--- config.mk ---
export PLATFORM = sky130hd
export DESIGN_NAME = mem_access_stage
export DESIGN_NICKNAME = d
export VERILOG_FILES = /design/src/rtl/mem_access_stage.sv
export SDC_FILE = /design/constraint.sdc
export NUM_CORES = 1
export LEC_CHECK = 0
export BUFFER_PORTS_ARGS = -buffer_cell sky130_fd_sc_hd__buf_2
export CAP_MARGIN = 20
export CORE_UTILIZATION = 39
export CTS_BUF_LIST = sky130_fd_sc_hd__clkbuf_8 sky130_fd_sc_hd__clkbuf_16
export CTS_CLUSTER_SIZE = 28
export DETAILED_ROUTE_END_ITERATION = 8
export GPL_TIMING_DRIVEN = 1
export SLEW_MARGIN = 20
export SYNTH_ARGS = -nofsm -noshare
export SYNTH_HDL_FRONTEND = slang
export SYNTH_SLANG_ARGS = --single-unit
--- constraint.sdc ---
create_clock -name clk -period 2.7 [get_ports clk]
set_clock_uncertainty 0.2 [all_clocks]
set_input_delay 0.54 -clock clk [delete_from_list [all_inputs] [get_ports clk]]
set_output_delay 0.54 -clock clk [all_outputs]
set_load 0.03 [all_outputs]
--- src/rtl/mem_access_stage.sv ---
// ============================================================================
// Module  : mem_access_stage
// Brief   : MEM pipeline stage on a req/gnt/rvalid data bus with sub-word
//           load extension, store lane steering and misalignment flags.
// Revision: 1.0 - initial release
// ============================================================================
`default_nettype none

module mem_access_stage #(
    parameter int DW   = 32,
    parameter int AW   = 32,
    parameter int RFAW = 5
) (
    input  logic                 clk,
    input  logic                 rst,
    input  logic                 flush,
    input  logic                 in_valid,
    output logic                 in_ready,
    input  logic [3:0]           in_op,
    input  logic [AW-1:0]        in_addr,
    input  logic [DW-1:0]        in_wdata,
    input  logic [DW-1:0]        in_ex_result,
    input  logic                 in_rf_we,
    input  logic [RFAW-1:0]      in_rf_waddr,
    input  logic [31:0]          in_pc,
    output logic                 mem_req,
    output logic                 mem_we,
    output logic [DW/8-1:0]      mem_be,
    output logic [AW-1:0]        mem_addr,
    output logic [DW-1:0]        mem_wdata,
    input  logic                 mem_gnt,
    input  logic                 mem_rvalid,
    input  logic [DW-1:0]        mem_rdata,
    output logic                 out_valid,
    output logic [31:0]          out_pc,
    output logic                 out_rf_we,
    output logic [RFAW-1:0]      out_rf_waddr,
    output logic [DW-1:0]        out_rf_wdata,
    output logic                 out_adel,
    output logic                 out_ades,
    output logic                 stall_req,
    output logic [2+RFAW+DW-1:0] fwd_bus
);

    localparam int NB   = DW / 8;
    localparam int OFFW = $clog2(NB);
    localparam logic [DW-1:0] ALL_ONES = '1;

    localparam logic [1:0] IDLE = 2'd0;
    localparam logic [1:0] REQ  = 2'd1;
    localparam logic [1:0] RESP = 2'd2;

    logic [1:0]      state;
    logic            ld_q, uns_q, rf_we_q, killed;
    logic [1:0]      size_q;
    logic [OFFW-1:0] lane_q;
    logic [RFAW-1:0] waddr_q;
    logic [31:0]     pc_q;
    logic [DW-1:0]   ex_q;

    logic            dec_ld, dec_st, dec_uns, dec_mis, accept, go_mem;
    logic [1:0]      dec_size;
    logic [NB-1:0]   be_base;
    logic [DW-1:0]   st_wdata;
    logic [DW-1:0]   shifted, mask, ld_data;
    logic            sgn;
    logic            busy;

    // Size encoding: 0 byte, 1 half, 2 word, 3 double. 64-bit ops decode as NOP on a 32-bit bus.
    always_comb begin
        dec_ld   = 1'b0;
        dec_st   = 1'b0;
        dec_uns  = 1'b0;
        dec_size = 2'd0;
        case (in_op)
            4'd1: dec_ld = 1'b1;
            4'd2: begin dec_ld = 1'b1; dec_uns = 1'b1; end
            4'd3: begin dec_ld = 1'b1; dec_size = 2'd1; end
            4'd4: begin dec_ld = 1'b1; dec_size = 2'd1; dec_uns = 1'b1; end
            4'd5: begin dec_ld = 1'b1; dec_size = 2'd2; end
            4'd6: dec_st = 1'b1;
            4'd7: begin dec_st = 1'b1; dec_size = 2'd1; end
            4'd8: begin dec_st = 1'b1; dec_size = 2'd2; end
            4'd9: if (DW == 64) begin dec_ld = 1'b1; dec_size = 2'd2; dec_uns = 1'b1; end
            4'd10: if (DW == 64) begin dec_ld = 1'b1; dec_size = 2'd3; end
            4'd11: if (DW == 64) begin dec_st = 1'b1; dec_size = 2'd3; end
            default: ;
        endcase
    end

    assign dec_mis = (dec_ld | dec_st) &
                     (((dec_size == 2'd1) & in_addr[0]) |
                      ((dec_size == 2'd2) & (|in_addr[1:0])) |
                      ((dec_size == 2'd3) & (|in_addr[2:0])));
    assign accept  = in_valid & (state == IDLE) & !flush & !rst;
    assign go_mem  = accept & (dec_ld | dec_st) & !dec_mis;

    always_comb begin
        be_base  = '1;
        st_wdata = in_wdata;
        case (dec_size)
            2'd0: begin be_base = NB'(1);  st_wdata = {NB{in_wdata[7:0]}}; end
            2'd1: begin be_base = NB'(3);  st_wdata = {(NB/2){in_wdata[15:0]}}; end
            2'd2: begin be_base = NB'(15); st_wdata = {(DW/32){in_wdata[31:0]}}; end
            default: ;
        endcase
    end

    // Load lane: shift addressed bytes down, then mask and sign-fill above the access width.
    always_comb begin
        shifted = mem_rdata >> {lane_q, 3'b000};
        case (size_q)
            2'd0:    mask = ALL_ONES >> (DW - 8);
            2'd1:    mask = ALL_ONES >> (DW - 16);
            2'd2:    mask = ALL_ONES >> (DW - 32);
            default: mask = ALL_ONES;
        endcase
        sgn     = !uns_q & (|(shifted & (mask ^ (mask >> 1))));
        ld_data = (shifted & mask) | (sgn ? ~mask : '0);
    end

    always_ff @(posedge clk) begin
        if (rst) begin
            state        <= IDLE;
            mem_we       <= 1'b0;
            mem_be       <= '0;
            mem_addr     <= '0;
            mem_wdata    <= '0;
            out_valid    <= 1'b0;
            out_pc       <= '0;
            out_rf_we    <= 1'b0;
            out_rf_waddr <= '0;
            out_rf_wdata <= '0;
            out_adel     <= 1'b0;
            out_ades     <= 1'b0;
            ld_q         <= 1'b0;
            uns_q        <= 1'b0;
            size_q       <= 2'd0;
            lane_q       <= '0;
            rf_we_q      <= 1'b0;
            waddr_q      <= '0;
            pc_q         <= '0;
            ex_q         <= '0;
            killed       <= 1'b0;
        end else begin
            out_valid <= 1'b0;
            out_rf_we <= 1'b0;
            out_adel  <= 1'b0;
            out_ades  <= 1'b0;
            case (state)
                IDLE: begin
                    if (go_mem) begin
                        state     <= REQ;
                        mem_we    <= dec_st;
                        mem_be    <= be_base << in_addr[OFFW-1:0];
                        mem_addr  <= {in_addr[AW-1:OFFW], {OFFW{1'b0}}};
                        mem_wdata <= st_wdata;
                        ld_q      <= dec_ld;
                        uns_q     <= dec_uns;
                        size_q    <= dec_size;
                        lane_q    <= in_addr[OFFW-1:0];
                        rf_we_q   <= in_rf_we;
                        waddr_q   <= in_rf_waddr;
                        pc_q      <= in_pc;
                        ex_q      <= in_ex_result;
                        killed    <= 1'b0;
                    end else if (accept) begin
                        out_valid    <= 1'b1;
                        out_pc       <= in_pc;
                        out_rf_we    <= in_rf_we & !dec_mis;
                        out_rf_waddr <= in_rf_waddr;
                        out_rf_wdata <= in_ex_result;
                        out_adel     <= dec_mis & dec_ld;
                        out_ades     <= dec_mis & dec_st;
                    end
                end
                REQ: begin
                    if (mem_gnt) begin
                        if (ld_q) begin
                            state  <= RESP;
                            killed <= flush;
                        end else begin
                            state <= IDLE;
                            if (!flush) begin
                                out_valid    <= 1'b1;
                                out_pc       <= pc_q;
                                out_rf_we    <= rf_we_q;
                                out_rf_waddr <= waddr_q;
                                out_rf_wdata <= ex_q;
                            end
                        end
                    end else if (flush) begin
                        state <= IDLE;
                    end
                end
                RESP: begin
                    if (flush) killed <= 1'b1;
                    if (mem_rvalid) begin
                        state <= IDLE;
                        if (!(killed | flush)) begin
                            out_valid    <= 1'b1;
                            out_pc       <= pc_q;
                            out_rf_we    <= rf_we_q;
                            out_rf_waddr <= waddr_q;
                            out_rf_wdata <= ld_data;
                        end
                    end
                end
                default: state <= IDLE;
            endcase
        end
    end

    assign in_ready  = (state == IDLE);
    assign mem_req   = (state == REQ);
    assign stall_req = (state != IDLE) | go_mem;

    // A pending load's value does not exist yet; advertise its destination so ID can stall.
    assign busy    = (state != IDLE) & ld_q & rf_we_q;
    assign fwd_bus = busy ? {1'b1, rf_we_q, waddr_q, {DW{1'b0}}}
                          : {1'b0, out_rf_we, out_rf_waddr, out_rf_wdata};

endmodule

`default_nettype wire

; ---- Word level (Yosys, flattened, before mapping)
; Cells that the tools add are included.
[totals]
reg_bits = 219
elab_cells = 157
input_bits = 176
output_inout_bits = 184
[op_classes]
mux = 60
bitwise_logic = 27
n_reduce_logical = 22
n_shift = 2
eq_ne = 25
[op_table]
columns = op, count
row1 = 2-to-1 mux 32 bit, 15
row2 = one-hot mux 32 bit (3 select lines), 2
row3 = one-hot mux 32 bit (2 select lines), 2
row4 = AND 32 bit, 2
row5 = 2-to-1 mux 39 bit, 1
row6 = 2-to-1 mux 5 bit, 7
row7 = NOT 32 bit, 1
row8 = OR 32 bit, 1
row9 = OR reduction 32 bit, 1
row10 = right shift 32 x 5 -> 32 bit, 1
row11 = XOR 32 x 31 -> 32 bit, 1
row12 = 2-to-1 mux 1 bit, 21
row13 = equality test 4 x 3 -> 1 bit (second input constant), 4
row14 = AND 1 bit, 15
row15 = one-hot mux 5 bit (3 select lines), 1
row16 = != test 2 bit (second input constant), 6
row17 = 2-to-1 mux 2 bit, 5
row18 = one-hot mux 1 bit (3 select lines), 3
row19 = OR reduction 3 bit, 3
row20 = equality test 4 x 2 -> 1 bit (second input constant), 2
row21 = != test 2 x 1 -> 1 bit (second input constant), 4
row22 = one-hot mux 4 bit (2 select lines), 1
row23 = AND reduction 8 bit, 1
row24 = equality test 2 x 1 -> 1 bit (second input constant), 3
row25 = other kinds (19), 33

; ---- Depth between registers and ports, before layout
[logic_depth]
depth_word = 13
mapped_depth = 9
mapped_depth_nobuf = 7

; ---- Least setup slack after synthesis
; Ideal clock, no wire load.
[synth_path]
path_type = input -> output
start = input port in_op[0]
end = output port stall_req
arrival_time_ps = 2006
required_ps = 1960
setup_slack_ps = -46
path_stages = 7
n_path_buf = 3
path_cell_list = buf_2 -> nor2b_1 -> o21a_1 -> o31ai_1 -> buf_2 -> buf_2 -> nand2_1
[synth_between]
elab_chain_len = 11
word_cells_on_any_way = 29
cone_classes = eq/ne (11) / mux (3) / bitwise (10) / reduce/logical (5)
[synth_rtl]
columns = item, line
row1 = start: declaration, 19  ; input logic [3:0] in_op,
row2 = equality test 4 x 3 -> 1 bit (tied with other cells), 75  ; case (in_op)
row3 = OR reduction 3 bit (no source line) / OR reduction 2 bit (equally long branches), n/a
row4 = one-hot mux 2 bit (2 select lines), 75
row5 = equality test 2 x 1 -> 1 bit / equality test 2 bit (equally long branches), "92, 93"
row6 = AND 1 bit (on tied branches), "92, 93"
row7 = OR 1 bit, 92  ; (((dec_size == 2'd1) & in_addr[0]) |
row8 = OR 1 bit, 93  ; ((dec_size == 2'd2) & (|in_addr[1:0])) |
row9 = AND 1 bit, 91  ; assign dec_mis = (dec_ld | dec_st) &
row10 = zero test 1 bit, 96  ; assign go_mem = accept & (dec_ld | dec_st) & !dec_mis;
row11 = AND 1 bit (*), 96
row12 = OR 1 bit (*), 216  ; assign stall_req = (state != IDLE) | go_mem;
row13 = end: declaration, 41  ; output logic stall_req,
; Mark *: on every way between the ends. The rest lies on a longest branch, timed or not.

; ---- Final worst setup path
[layout_path]
start = register state[0]
end = output port fwd_bus[21]
[layout_between]
elab_chain_len = 4
[layout_rtl]
columns = item, line
row1 = start: declaration, 53  ; logic [1:0] state;
row2 = start signal: assignment, 124  ; state <= IDLE;
row3 = start signal: assignment, 153  ; state <= REQ;
row4 = start signal: assignment, 180  ; state <= RESP;
row5 = nonzero test 2 bit, 219  ; assign busy = (state != IDLE) & ld_q & rf_we_q;
row6 = AND 1 bit (2 in a row), 219
row7 = 2-to-1 mux 39 bit, 220  ; assign fwd_bus = busy ? {1'b1, rf_we_q, waddr_q, {DW{1'b0}}}
row8 = end: declaration, 42  ; output logic [2+RFAW+DW-1:0] fwd_bus
; No other way between the ends.

==> results.sh <==
export IMPL_drive_gt1_frac=0.330
export IMPL_syn_area_per_cell_um2=8.09
export IMPL_worst_path_max_fanout=7
export IMPL_seq_area_frac_synth=0.429
export IMPL_crit_required_ns=1.96
export IMPL_rows=58
export IMPL_grt_overflow=0
export IMPL_pwr_share_clk=0.426
export IMPL_gr_usage_all_layers=0.251
export IMPL_grt_pass1_wl_um=53000
export IMPL_clockRootBuffer="clkbuf_16"
export IMPL_rsz0062_at_grt="yes"
export IMPL_dp_hpwl_um=24700
export IMPL_cts_inserted_buffers=25
export IMPL_synthAdderAreaFrac=0.00490
export IMPL_drc=0
export IMPL_setup_tns_ns=0
export IMPL_die_w_um=164
export IMPL_grt_max_degree=92
export IMPL_h_tree_depth=1
export IMPL_synth_area_um2=10200
export IMPL_vias=10400
export IMPL_outcome="complete, no violations"
export IMPL_pre_cts_ws_ns=0.0728
export IMPL_clkTransAtPathRegs_ns=0.06
export IMPL_gp_congestion=0.876
export IMPL_max_slew_margin=0.289
export IMPL_r2r_slack_ns=0.28
export IMPL_pwr_share_seq=0.420
export IMPL_die_h_um=164
export IMPL_cp_end_kind="output port"
export IMPL_synth_top_area_frac=0.429
export IMPL_ys_ff_latch=219
export IMPL_start_kind="flop"
export IMPL_crit_end="fwd_bus[21]"
export IMPL_synth_simple_area_share=0.184
export IMPL_p_comb_frac=0.155
export IMPL_tightest_slew_ns=1.07
export IMPL_synth_mux_area_fraction=0.0792
export IMPL_via_per_inst=5.35
export IMPL_finalCriticalPeriod_ns=2.68
export IMPL_drtPass1Iterations=5
export IMPL_synth_most_common_cell="nand2_1"
export IMPL_max_vdd_ir_drop_uv=448
export IMPL_power_switching_uw=2250
export IMPL_max_freq_ghz=0.373
export IMPL_clock_latency_ns=0.53
export IMPL_initialDrtViolationCount=741
export IMPL_antenna_left=0
export IMPL_reg2reg_depth=7
export IMPL_timing_final_ws_setup_ns=0.0160
export IMPL_synth_top_family_by_area="compound AO/OA/AOI/OAI gates"
export IMPL_wl_um=35900
export IMPL_cellLeakagePower_uw=0.00562
export IMPL_start_util=0.401
export IMPL_cts_sink_count=219
export IMPL_fin_nets=1778
export IMPL_fin_crit_sh=0.994
export IMPL_p_int_uw=5900
export IMPL_die_area_um2=26900
export IMPL_postSynth_topFlopCell="dfxtp_1"
export IMPL_wire_per_inst_um=18.4
export IMPL_synth_edf_count=0
export IMPL_cts_buffer_depth=3
export IMPL_crit_start="state[0]"
export IMPL_portBuffers=357
export IMPL_arrival_ns=1.94
export IMPL_num_io_pins=360
export IMPL_synth_cells=1264
export IMPL_ys_warn_count=0
export IMPL_core_area_um2=25500
export IMPL_hold_violations=0
export IMPL_placed_area_um2=12600
export IMPL_hold_path_class="input pin to flop"
export IMPL_drv_slew=0
export IMPL_max_cap_viol_count=0
export IMPL_yosys_top_cells_area="dfxtp_1 (43%), nand2_1 (13%), a21oi_1 (8.5%)"
export IMPL_p_per_area_nw_per_um2=590
export IMPL_path_class="flop to output port"
export IMPL_syn2layout_area_growth_pct=35.3
export IMPL_async_flop_share=0
export IMPL_synth_xor_area_share=0.00257
export IMPL_ys_top_cells_by_count="nand2_1 (355), dfxtp_1 (219), a21oi_1 (174)"
export IMPL_final_setup_viol_count=0
export IMPL_reg2reg_to="out_rf_wdata[14]"
export IMPL_reg2reg_from="state[1]"
export IMPL_synth_compound_area_frac=0.243
export IMPL_swShare=0.276
export IMPL_grt_pass1_vias=9769
export IMPL_synth_largest_area_cell="dfxtp_1"
export IMPL_final_area_um2=13800
export IMPL_synth_cell_type_count=63
export IMPL_antenna_found_initial=4
export IMPL_cts_tree="yes"
[placed cells by master, fill, tap and decap left out, types with 3 or more instances in the layout]
| cell | n |
|---|---|
| nand2_1 | 354 |
| buf_2 | 330 |
| dfxtp_1 | 217 |
| a21oi_1 | 173 |
| mux2i_1 | 55 |
| o21ai_0 | 47 |
| a211oi_1 | 46 |
| buf_4 | 43 |
| nor2_1 | 29 |
| buf_6 | 29 |
| clkbuf_16 | 27 |
| and2_4 | 22 |
| buf_12 | 19 |
| a31oi_1 | 18 |
| a22oi_1 | 16 |
| a221oi_1 | 15 |
| clkbuf_8 | 11 |
| o22ai_1 | 10 |
| and2_1 | 9 |
| mux2_2 | 9 |
| o32ai_1 | 9 |
| o221ai_1 | 9 |
| o211ai_1 | 9 |
| o2111ai_1 | 8 |
| inv_1 | 7 |
| mux4_2 | 7 |
| o32ai_2 | 6 |
| nor2b_1 | 4 |
| o21a_1 | 4 |
| nand3b_1 | 4 |
| nor3_1 | 4 |
| clkinv_2 | 4 |
| diode_2 | 3 |
| nand2b_1 | 3 |
| nand4_1 | 3 |
[cell type report]
class	instances	area, µm²
fillers	2428	11600
multi-input cells	918	5390
flip-flops and latches	219	4390
repair buffers	423	2730
clock buffers	36	777
well taps	330	413
clock inverters	9	73.8
inverters	11	46.3
diodes	3	7.51
[sequential cells by signal, indices dropped and copies added (netlist names), 2 cells and up]
name / count
out_pc: 32
mem_addr: 30
pc_q: 32
state: 2
mem_wdata: 32
waddr_q: 5
out_rf_waddr: 5
out_rf_wdata: 32
size_q: 2
lane_q: 2
mem_be: 4
ex_q: 32
[kinds of logic (layout without fill, tap and decap cells)]
family	after synthesis	count (layout)
compound gates	388	388
xor+xnor	3	3
fa+ha+maj	4	4
buf+inv	128	479
flops	219	219
mux	71	71
other cells	1	5
simple gates	450	450
[power groups by stage]
stage          Clock (µW)  Sequential [µW]  Combinational (µW)
6_report             3470             3420                1260
5_1_grt              3650             3430                1360
4_1_cts              3540             3420                1220
3_5_place_dp            0             3490                1220
3_3_place_gp            0             3490                1210
2_1_floorplan           0             3660                 552
[worst max-delay path, cell delays in order, from the launching register on]
cell and delay [ns]:
dfxtp_2 0.35, inv_2 0.06, ha_4 0.19, inv_4 0.07, nand3_4 0.18, buf_6 0.23
and2_1 0.16, buf_2 0.17
[layer usage]
layer / GRT usage / wire length, µm / share of wire
met5: 0 / 11 / 0.00031
met4: 0.0804 / 964 / 0.027
met3: 0.0591 / 2930 / 0.081
met2: 0.419 / 17100 / 0.48
met1: 0.317 / 14900 / 0.42
[through the flow]
step	power, µW	utilization	hold WS, ns	std cells
2_1_floorplan	4210	-	0.236	1265
3_3_place_gp	4690	0.495	0.238	1892
3_5_place_dp	4700	0.495	0.241	1892
4_1_cts	8180	0.530	0.0261	1937
5_1_grt	8440	0.543	0.0433	1948
6_report	8160	0.543	0.0466	1949
[worst min path at each step]
stage | startpoint | endpoint | slack, ns | cells past startpoint
global placement | mem_be[0] | mem_be[0] | 0.24 | 2
finish | in_addr[21] | mem_addr[21] | 0.05 | 3
detailed placement | mem_be[1] | mem_be[1] | 0.24 | 2
CTS | in_addr[6] | mem_addr[6] | 0.03 | 3
global route | in_addr[9] | mem_addr[9] | 0.04 | 3
floorplan | pc_q[0] | pc_q[0] | 0.24 | 2
[repair_timing]
| action | CTS | global route |
|---|---|---|
| hold buffers | 0 | 0 |
| pin swaps | 1 | 7 |
| endpoints found under the hold margin | 0 | 0 |
| resized for setup | 9 | 102 |
| endpoints found under the setup margin | 40 | 36 |
| setup buffers | 0 | 6 |
| cloned | 0 | 3 |
(Power assumes the default switching activity.)
